### src/rtl/fetch_ctrl_pkg.sv
// Shared fetch-stage definitions: FSM states, address widths and the branch
// target table. The assembler resolves branch indices through the same table.
package fetch_ctrl_pkg;

    localparam int FETCH_PC_W     = 10;
    localparam int FETCH_IDX_W    = 5;
    localparam int FETCH_LUT_SIZE = 1 << FETCH_IDX_W;

    typedef enum logic [1:0] {
        ST_IDLE = 2'b00,
        ST_RUN  = 2'b01,
        ST_DONE = 2'b10
    } fetch_state_e;

    // Absolute branch destinations, indexed by the instruction's target field.
    localparam logic [FETCH_PC_W-1:0] BRANCH_TABLE [FETCH_LUT_SIZE] = '{
        10'h000, 10'h004, 10'h3FE, 10'h040, 10'h005, 10'h006, 10'h001, 10'h007,
        10'h100, 10'h3FF, 10'h002, 10'h003, 10'h080, 10'h3F8, 10'h000, 10'h006,
        10'h200, 10'h005, 10'h001, 10'h3FC, 10'h004, 10'h007, 10'h010, 10'h002,
        10'h3FA, 10'h003, 10'h000, 10'h006, 10'h020, 10'h001, 10'h3F0, 10'h005
    };

    function automatic logic [FETCH_PC_W-1:0] branch_target(
        input logic [FETCH_IDX_W-1:0] idx
    );
        return BRANCH_TABLE[idx];
    endfunction

endpackage

### src/rtl/fetch_ctrl_branch_lut.sv
// Combinational branch-index to absolute-address ROM built from the shared table.
module branch_lut
    import fetch_ctrl_pkg::*;
(
    input  logic [FETCH_IDX_W-1:0] idx,
    output logic [FETCH_PC_W-1:0]  addr
);

    // Pure table lookup; every index maps to a defined entry.
    always_comb begin
        addr = branch_target(idx);
    end

endmodule

### src/rtl/fetch_ctrl.sv
// Program counter and fetch sequencer: Start/Done program handshake, branch
// redirection through the target table, and a saturating RUN cycle counter.
module fetch_ctrl
    import fetch_ctrl_pkg::*;
#(
    parameter int PC_W     = FETCH_PC_W,
    parameter int IDX_W    = FETCH_IDX_W,
    parameter int PROG_LEN = 1024,
    parameter int CNT_W    = 16
) (
    input  logic             clk,
    input  logic             rst_n,
    input  logic             Start,
    input  logic             Branch,
    input  logic             Halt,
    input  logic [IDX_W-1:0] TargetIdx,
    output logic [PC_W-1:0]  ProgCtr,
    output logic             Running,
    output logic             Done,
    output logic [CNT_W-1:0] CycleCount
);

    localparam logic [PC_W-1:0]  PC_ZERO  = {PC_W{1'b0}};
    localparam logic [PC_W-1:0]  PC_ONE   = {{(PC_W-1){1'b0}}, 1'b1};
    localparam logic [PC_W-1:0]  PC_LAST  = PC_W'(PROG_LEN - 1);
    localparam logic [CNT_W-1:0] CNT_ZERO = {CNT_W{1'b0}};
    localparam logic [CNT_W-1:0] CNT_ONE  = {{(CNT_W-1){1'b0}}, 1'b1};
    localparam logic [CNT_W-1:0] CNT_MAX  = {CNT_W{1'b1}};

    fetch_state_e            state_r;
    fetch_state_e            state_nxt_s;
    logic [PC_W-1:0]         pc_r;
    logic [PC_W-1:0]         pc_nxt_s;
    logic [CNT_W-1:0]        cnt_r;
    logic [CNT_W-1:0]        cnt_nxt_s;
    logic [CNT_W-1:0]        cnt_inc_s;
    logic [FETCH_PC_W-1:0]   lut_addr_s;

    branch_lut u_branch_lut (
        .idx  (FETCH_IDX_W'(TargetIdx)),
        .addr (lut_addr_s)
    );

    // Saturating increment: the counter pins at all-ones rather than wrapping.
    always_comb begin
        if (cnt_r == CNT_MAX) begin
            cnt_inc_s = cnt_r;
        end else begin
            cnt_inc_s = cnt_r + CNT_ONE;
        end
    end

    // State, PC and counter registers; reset drops straight to IDLE.
    always_ff @(posedge clk or negedge rst_n) begin
        if (!rst_n) begin
            state_r <= ST_IDLE;
            pc_r    <= PC_ZERO;
            cnt_r   <= CNT_ZERO;
        end else begin
            state_r <= state_nxt_s;
            pc_r    <= pc_nxt_s;
            cnt_r   <= cnt_nxt_s;
        end
    end

    // Next-state logic; in RUN, Start beats Halt beats Branch beats end-of-program.
    always_comb begin
        state_nxt_s = state_r;
        pc_nxt_s    = pc_r;
        cnt_nxt_s   = cnt_r;
        case (state_r)
            ST_IDLE: begin
                if (Start) begin
                    state_nxt_s = ST_RUN;
                    pc_nxt_s    = PC_ZERO;
                    cnt_nxt_s   = CNT_ZERO;
                end else begin
                    state_nxt_s = ST_IDLE;
                end
            end
            ST_RUN: begin
                if (Start) begin
                    pc_nxt_s  = PC_ZERO;
                    cnt_nxt_s = CNT_ZERO;
                end else if (Halt) begin
                    state_nxt_s = ST_DONE;
                    cnt_nxt_s   = cnt_inc_s;
                end else if (Branch) begin
                    pc_nxt_s  = PC_W'(lut_addr_s);
                    cnt_nxt_s = cnt_inc_s;
                end else if (pc_r == PC_LAST) begin
                    state_nxt_s = ST_DONE;
                    cnt_nxt_s   = cnt_inc_s;
                end else begin
                    pc_nxt_s  = pc_r + PC_ONE;
                    cnt_nxt_s = cnt_inc_s;
                end
            end
            ST_DONE: begin
                if (Start) begin
                    state_nxt_s = ST_RUN;
                    pc_nxt_s    = PC_ZERO;
                    cnt_nxt_s   = CNT_ZERO;
                end else begin
                    state_nxt_s = ST_DONE;
                end
            end
            default: begin
                state_nxt_s = ST_IDLE;
                pc_nxt_s    = PC_ZERO;
                cnt_nxt_s   = CNT_ZERO;
            end
        endcase
    end

    // Outputs decode only registered state, so no input reaches them combinationally.
    always_comb begin
        ProgCtr    = pc_r;
        CycleCount = cnt_r;
        case (state_r)
            ST_RUN: begin
                Running = 1'b1;
                Done    = 1'b0;
            end
            ST_DONE: begin
                Running = 1'b0;
                Done    = 1'b1;
            end
            default: begin
                Running = 1'b0;
                Done    = 1'b0;
            end
        endcase
    end

endmodule

### config.mk
export PLATFORM = sky130hd
export DESIGN_NAME = fetch_ctrl
export DESIGN_NICKNAME = d
export VERILOG_FILES = /design/src/rtl/fetch_ctrl_pkg.sv /design/src/rtl/fetch_ctrl_branch_lut.sv /design/src/rtl/fetch_ctrl.sv
export SDC_FILE = /design/constraint.sdc
export NUM_CORES = 1
export LEC_CHECK = 0
export CAP_MARGIN = 20
export CORE_MARGIN = 1.5
export CORE_UTILIZATION = 57
export DETAILED_ROUTE_END_ITERATION = 8
export PLACE_DENSITY = 0.89
export SYNTH_ARGS = -nofsm -noshare
export SYNTH_HDL_FRONTEND = slang
export SYNTH_SLANG_ARGS = --single-unit
### constraint.sdc
create_clock -name clk -period 5.6 [get_ports clk]
set_input_delay 0.56 -clock clk [delete_from_list [all_inputs] [get_ports clk]]
set_output_delay 0.56 -clock clk [all_outputs]
set_load 0.01 [all_outputs]
==> results of run 1 <==
[placed cells by master, fill, tap and decap left out, types with 5 or more instances in the layout]
cell type,n
clkdlybuf4s50_1,37
dfrtp_1,28
o21ai_0,26
a21oi_1,20
nand2_1,19
nor2_1,12
ha_1,9
and3_1,8
nand3_1,8
a31oi_1,6
nand4_1,5
nand3b_1,5
[sequential cells by signal, summed over array words and instances (netlist names)]
signal,flops
CycleCount,16
ProgCtr,10
state_r,2
[area by class of cell]
| class | count | area, um2 | share of cell area, % |
|---|---|---|---|
| Inverter | 5 | 18.8 | 0.753 |
| Sequential cell | 28 | 701 | 28.1 |
| Multi-Input combinational cell | 192 | 1280 | 51.5 |
| Tap cell | 46 | 57.6 | 2.31 |
| Timing Repair Buffer | 38 | 378 | 15.2 |
| Clock buffer | 3 | 22.5 | 0.904 |
| Clock inverter | 1 | 30.0 | 1.21 |
[power groups by stage]
stage               registers (mW)  logic (mW)  clock network, mW
floorplan                    0.230      0.0644                  0
global placement             0.229       0.105                  0
detailed placement           0.229       0.108                  0
finish                       0.226       0.108              0.135
global route                 0.228       0.119              0.144
CTS                          0.225       0.108              0.136
[final timing paths]
check | cells after the start | startpoint | slack [ps] | endpoint
setup / recovery | 4 | Start | 2970 | CycleCount[0]
hold / removal | 1 | CycleCount[6] | 550 | CycleCount[6]
setup reg to reg | 3 | state_r[0] | 3240 | CycleCount[0]
hold reg to reg | 1 | CycleCount[6] | 550 | CycleCount[6]
max in group asynchronous | 2 | rst_n | 4750 | ProgCtr[8]
min in group asynchronous | 2 | rst_n | 580 | CycleCount[3]
[cells by family after synthesis]
group,Yosys count,synth area share (%)
adder cells (fa/ha/maj),9,5.42
multiplexers,3,1.57
AND/OR/NAND/NOR,91,25.6
flip-flops,28,33.7
AO/OA/AOI/OAI,89,29.2
buffers and inverters,20,4.51
[critical path: cells and delay by family]
family	cells	cell delay, ps
simple gates	1	750
buf+inv	1	500
compound gates	1	660
mux	1	390
[through the flow]
step	cells	worst slack [ps]	hold slack, ps	total power [mW]	instance area (um2)
finish	313	2970	547	0.469	2490
global route	313	2900	575	0.490	2490
CTS	313	2980	542	0.469	2490
floorplan	240	3650	264	0.294	2080
detailed placement	309	2610	520	0.337	2440
global placement	309	2660	512	0.334	2440
[routing by layer]
layer	vias to the layer above	GRT usage (%)	wire (um)	share of wire, %
met3	5	1.96	153	3.2
met1	968	30.3	2150	45
li1	970	-	-	-
met5	-	0	0	0
met2	51	45.8	2470	51
met4	0	7.07	44	0.91
==> impl_metrics.env, run 1 <==
export IMPL_n_fill_cell=277
export IMPL_path_clk_slew_ps=160
export IMPL_max_cap_violations=0
export IMPL_antenna_found_initial=0
export IMPL_swShare_pct=28.9
export IMPL_drt_iter0_drc=144
export IMPL_cts_sinks=28
export IMPL_synth_cells=240
export IMPL_die_x_um=63.4
export IMPL_core_um2=3420
export IMPL_dieArea_um2=4020
export IMPL_power_frac_clock_pct=28.7
export IMPL_slew_viol_final=0
export IMPL_finalClockSkew_ps=4.25
export IMPL_seqPwrFrac_pct=48.2
export IMPL_syn_avg_cell_area_um2=8.66
export IMPL_finalSetupViolCount=0
export IMPL_clk_path_buf_depth=2
export IMPL_grt_max_degree=29
export IMPL_setup_worst_path_class="primary input to register"
export IMPL_power_internal_uw=333
export IMPL_synth_yosys_seq_area_share_pct=33.7
export IMPL_clockRootBuffer="clkbuf_4"
export IMPL_cts_made_buffers=3
export IMPL_ys_types=61
export IMPL_syn_num_nets=259
export IMPL_p_leak_nw=1.01
export IMPL_yosys_warnings=0
export IMPL_utilization_pct=72.9
export IMPL_grt_pass1_vias=1827
export IMPL_switchingPower_uw=135
export IMPL_netlist_area_um2=2080
export IMPL_worstPathMaxFanout=25
export IMPL_pwr_share_comb_pct=23.1
export IMPL_synth_edf_count=0
export IMPL_dp_final_hpwl_um=3510
export IMPL_cellPowerDensity_nw_per_um2=188
export IMPL_htree_levels=1
export IMPL_rsz0062_at_grt="no"
export IMPL_synthTopCellsByArea="dfrtp_1 (34%), o21ai_0 (6.3%), ha_1 (5.4%)"
export IMPL_avgRoutedWirePerCell_um=15.4
export IMPL_drive_above_1_share_pct=6.74
export IMPL_min_period_over_period_pct=47.0
export IMPL_yosysTopAreaCell="dfrtp_1"
export IMPL_syn_to_final_growth_pct=19.9
export IMPL_synth_seq_cells=28
export IMPL_grt_overflow=0
export IMPL_relSlewSlack_pct=41.9
export IMPL_finalSetupTns_ps=0
export IMPL_wl_um=4820
export IMPL_hold_class="register to register"
export IMPL_gp_congestion=0.839
export IMPL_first_pass_iters=4
export IMPL_netlist_area_leader_share_pct=33.7
export IMPL_cts_hold_buffers=0
export IMPL_track_usage_pct=24.7
export IMPL_postRouteAntennaNets=0
export IMPL_grt_first_pass_wirelength_um=8200
export IMPL_period_minus_slack_ps=2630
export IMPL_viasPerCell=6.37
export IMPL_yosys_most_used_dff="dfrtp_1"
export IMPL_slowest_stage="or3b_1"
export IMPL_synth_async_sr_flop_share_pct=100
export IMPL_num_vias=1994
export IMPL_yosys_cell_count_top_type="dfrtp_1"
export IMPL_fmax_ghz=0.380
export IMPL_crit_chain="clkdlybuf4s50_1 -> or3b_1 -> o31ai_4 -> mux2_2"
export IMPL_outcome="finished, final reports clean"
export IMPL_clk_latency_ps=330
export IMPL_nets=287
export IMPL_cts_tree="done"
export IMPL_cp_required_ps=5840
export IMPL_antenna_cells=0
export IMPL_io_pins=38
export IMPL_irDropWorstVdd_mv=0.117
export IMPL_portBuffers=37
export IMPL_start_kind="primary input"
export IMPL_drc=0
export IMPL_die_h_um=63.4
export IMPL_hold_viol_final=0
export IMPL_post_cts_buffers=0
export IMPL_slowest_delay_ps=750
export IMPL_fp_row_count=21
export IMPL_worstMarginPinSlew_ps=872
export IMPL_critical_path_arrival_ps=2870
export IMPL_end_kind="register"
export IMPL_start_util_pct=60.8
export IMPL_cts_resized=0
export IMPL_yosys_top_cells_count="dfrtp_1 (28), o21ai_0 (26), a21oi_1 (20)"
(Power assumes the default switching activity.)
==> run 2: changes to the inputs <==
- CORE_UTILIZATION: 57 -> 48
- PLACE_DENSITY: 0.89 -> 0.8
- clock period: 5.6 -> 2.3 ns (I/O delays scaled with it)
==> run 2 against run 1 <==
  * Non-clock buffer count up 20
  * Core utilization down 8.1 points
  * Highest routed layer unchanged
  * Largest cell class unchanged
  * Critical path type is now register to register
  * Sequential share of layout area down 1.7 points
  * Critical endpoint is now CycleCount[11]
==> impl_metrics.env, run 2 (synthesized netlist as in run 1, its figures left out) <==
export IMPL_drive_above_1_share_pct=13.2
export IMPL_antenna_cells=0
export IMPL_io_pins=38
export IMPL_p_leak_nw=1.11
export IMPL_viasPerCell=6.05
export IMPL_clk_latency_ps=270
export IMPL_die_h_um=68.8
export IMPL_highest_layer="met4"
export IMPL_period_minus_slack_ps=2020
export IMPL_cellPowerDensity_nw_per_um2=434
export IMPL_fp_row_count=23
export IMPL_rr_worst_depth=6
export IMPL_track_usage_pct=23.1
export IMPL_post_cts_buffers=0
export IMPL_rsz0062_at_grt="no"
export IMPL_drt_iter0_drc=116
export IMPL_cp_required_ps=2500
export IMPL_core_um2=4090
export IMPL_nets=307
export IMPL_wl_met1_um=2220
export IMPL_min_period_over_period_pct=87.9
export IMPL_postRouteAntennaNets=0
export IMPL_avgRoutedWirePerCell_um=15.2
export IMPL_setup_worst_path_class="register to register"
export IMPL_cts_sinks=28
export IMPL_drc=0
export IMPL_antenna_found_initial=0
export IMPL_finalClockSkew_ps=2.65
export IMPL_fmax_ghz=0.495
export IMPL_syn_to_final_growth_pct=27.5
export IMPL_dp_final_hpwl_um=3880
export IMPL_worstPathMaxFanout=7
export IMPL_finalSetupTns_ps=0
export IMPL_start_util_pct=50.9
export IMPL_grt_overflow=0
export IMPL_dieArea_um2=4730
export IMPL_finalSetupViolCount=0
export IMPL_final_common_cell="clkdlybuf4s50_1"
export IMPL_end_kind="register"
export IMPL_die_x_um=68.8
export IMPL_cts_made_buffers=3
export IMPL_grt_max_degree=29
export IMPL_grt_first_pass_wirelength_um=8380
export IMPL_wl_met2_um=2670
export IMPL_gp_congestion=0.800
export IMPL_wl_um=5120
export IMPL_htree_levels=1
export IMPL_critical_path_arrival_ps=2220
export IMPL_max_cap_violations=0
export IMPL_clockRootBuffer="clkbuf_8"
export IMPL_worstMarginPinSlew_ps=357
export IMPL_hold_class="primary input to asynchronous set/reset pin"
export IMPL_slew_viol_final=0
export IMPL_outcome="finished, final reports clean"
export IMPL_first_pass_iters=4
export IMPL_met3WireLength_um=179
export IMPL_start_kind="register"
export IMPL_cts_resized=0
export IMPL_layout_common_cells="clkdlybuf4s50_1 (37), dfrtp_1 (28), o21ai_0 (26)"
export IMPL_relSlewSlack_pct=76.1
export IMPL_holdWs_ps=337
export IMPL_irDropWorstVdd_mv=0.233
export IMPL_portBuffers=37
export IMPL_hold_viol_final=0
export IMPL_n_fill_cell=375
export IMPL_cts_hold_buffers=0
export IMPL_path_clk_slew_ps=90
export IMPL_num_vias=2038
export IMPL_cts_tree="done"
export IMPL_clk_path_buf_depth=2
export IMPL_grt_pass1_vias=1892
export IMPL_largest_register_ffs=16
-- run 2: cell count changes in the layout (fill, tap and decap cells not counted), sizes merged --
cell / delta
bufinv: -1
clkbuf: +1
buf: +20
-- run 2: cell type report --
type / count / area [um2] / share of cell area, %
multi-input combinational: 192 / 1280 / 48.5
sequential: 28 / 701 / 26.5
timing repair buffer: 58 / 528 / 19.9
tap: 50 / 62.6 / 2.36
clock buffer: 4 / 55.1 / 2.08
inverter: 5 / 18.8 / 0.709
-- run 2: critical path, stage by stage (launching register included) --
cell      delay [ps]
dfrtp_1          440
ha_1             210
and3_1           200
nand4_2          240
or3_4            450
a311o_1          330
o211ai_2          70
-- run 2: final timing paths --
path,slack (ps),from,endpoint
worst max register to register,280,CycleCount[0],CycleCount[11]
max in group asynchronous,1700,rst_n,ProgCtr[0]
worst max-delay path,280,CycleCount[0],CycleCount[11]
worst min register to register,530,CycleCount[6],CycleCount[6]
worst min-delay path,340,rst_n,CycleCount[5]
min in group clk,530,CycleCount[6],CycleCount[6]
-- run 2: metal layers --
| metal | up-vias | GRT usage [%] |
|---|---|---|
| met3 | 4 | 1.95 |
| met2 | 47 | 42.5 |
| li1 | 1011 | - |
| met1 | 976 | 28.0 |
| met4 | 0 | 8.09 |
| met5 | - | 0 |
-- run 2: per-stage QoR --
step | instances | area [um2] | setup slack, ps | power [mW] | utilization (%)
after floorplan | 240 | 2080 | 350 | 0.716 | -
after global placement | 333 | 2590 | 142 | 0.850 | 63.5
after detailed placement | 333 | 2590 | 90.9 | 0.857 | 63.5
after CTS | 337 | 2650 | 268 | 1.16 | 64.8
after global routing | 337 | 2650 | 166 | 1.22 | 64.8
final | 337 | 2650 | 279 | 1.15 | 64.8
-- run 2: power by group --
group	switching (mW)	internal [mW]
Clock	0.147	0.153
Combinational	0.155	0.148
Sequential	0.0324	0.514
Total	0.334	0.816
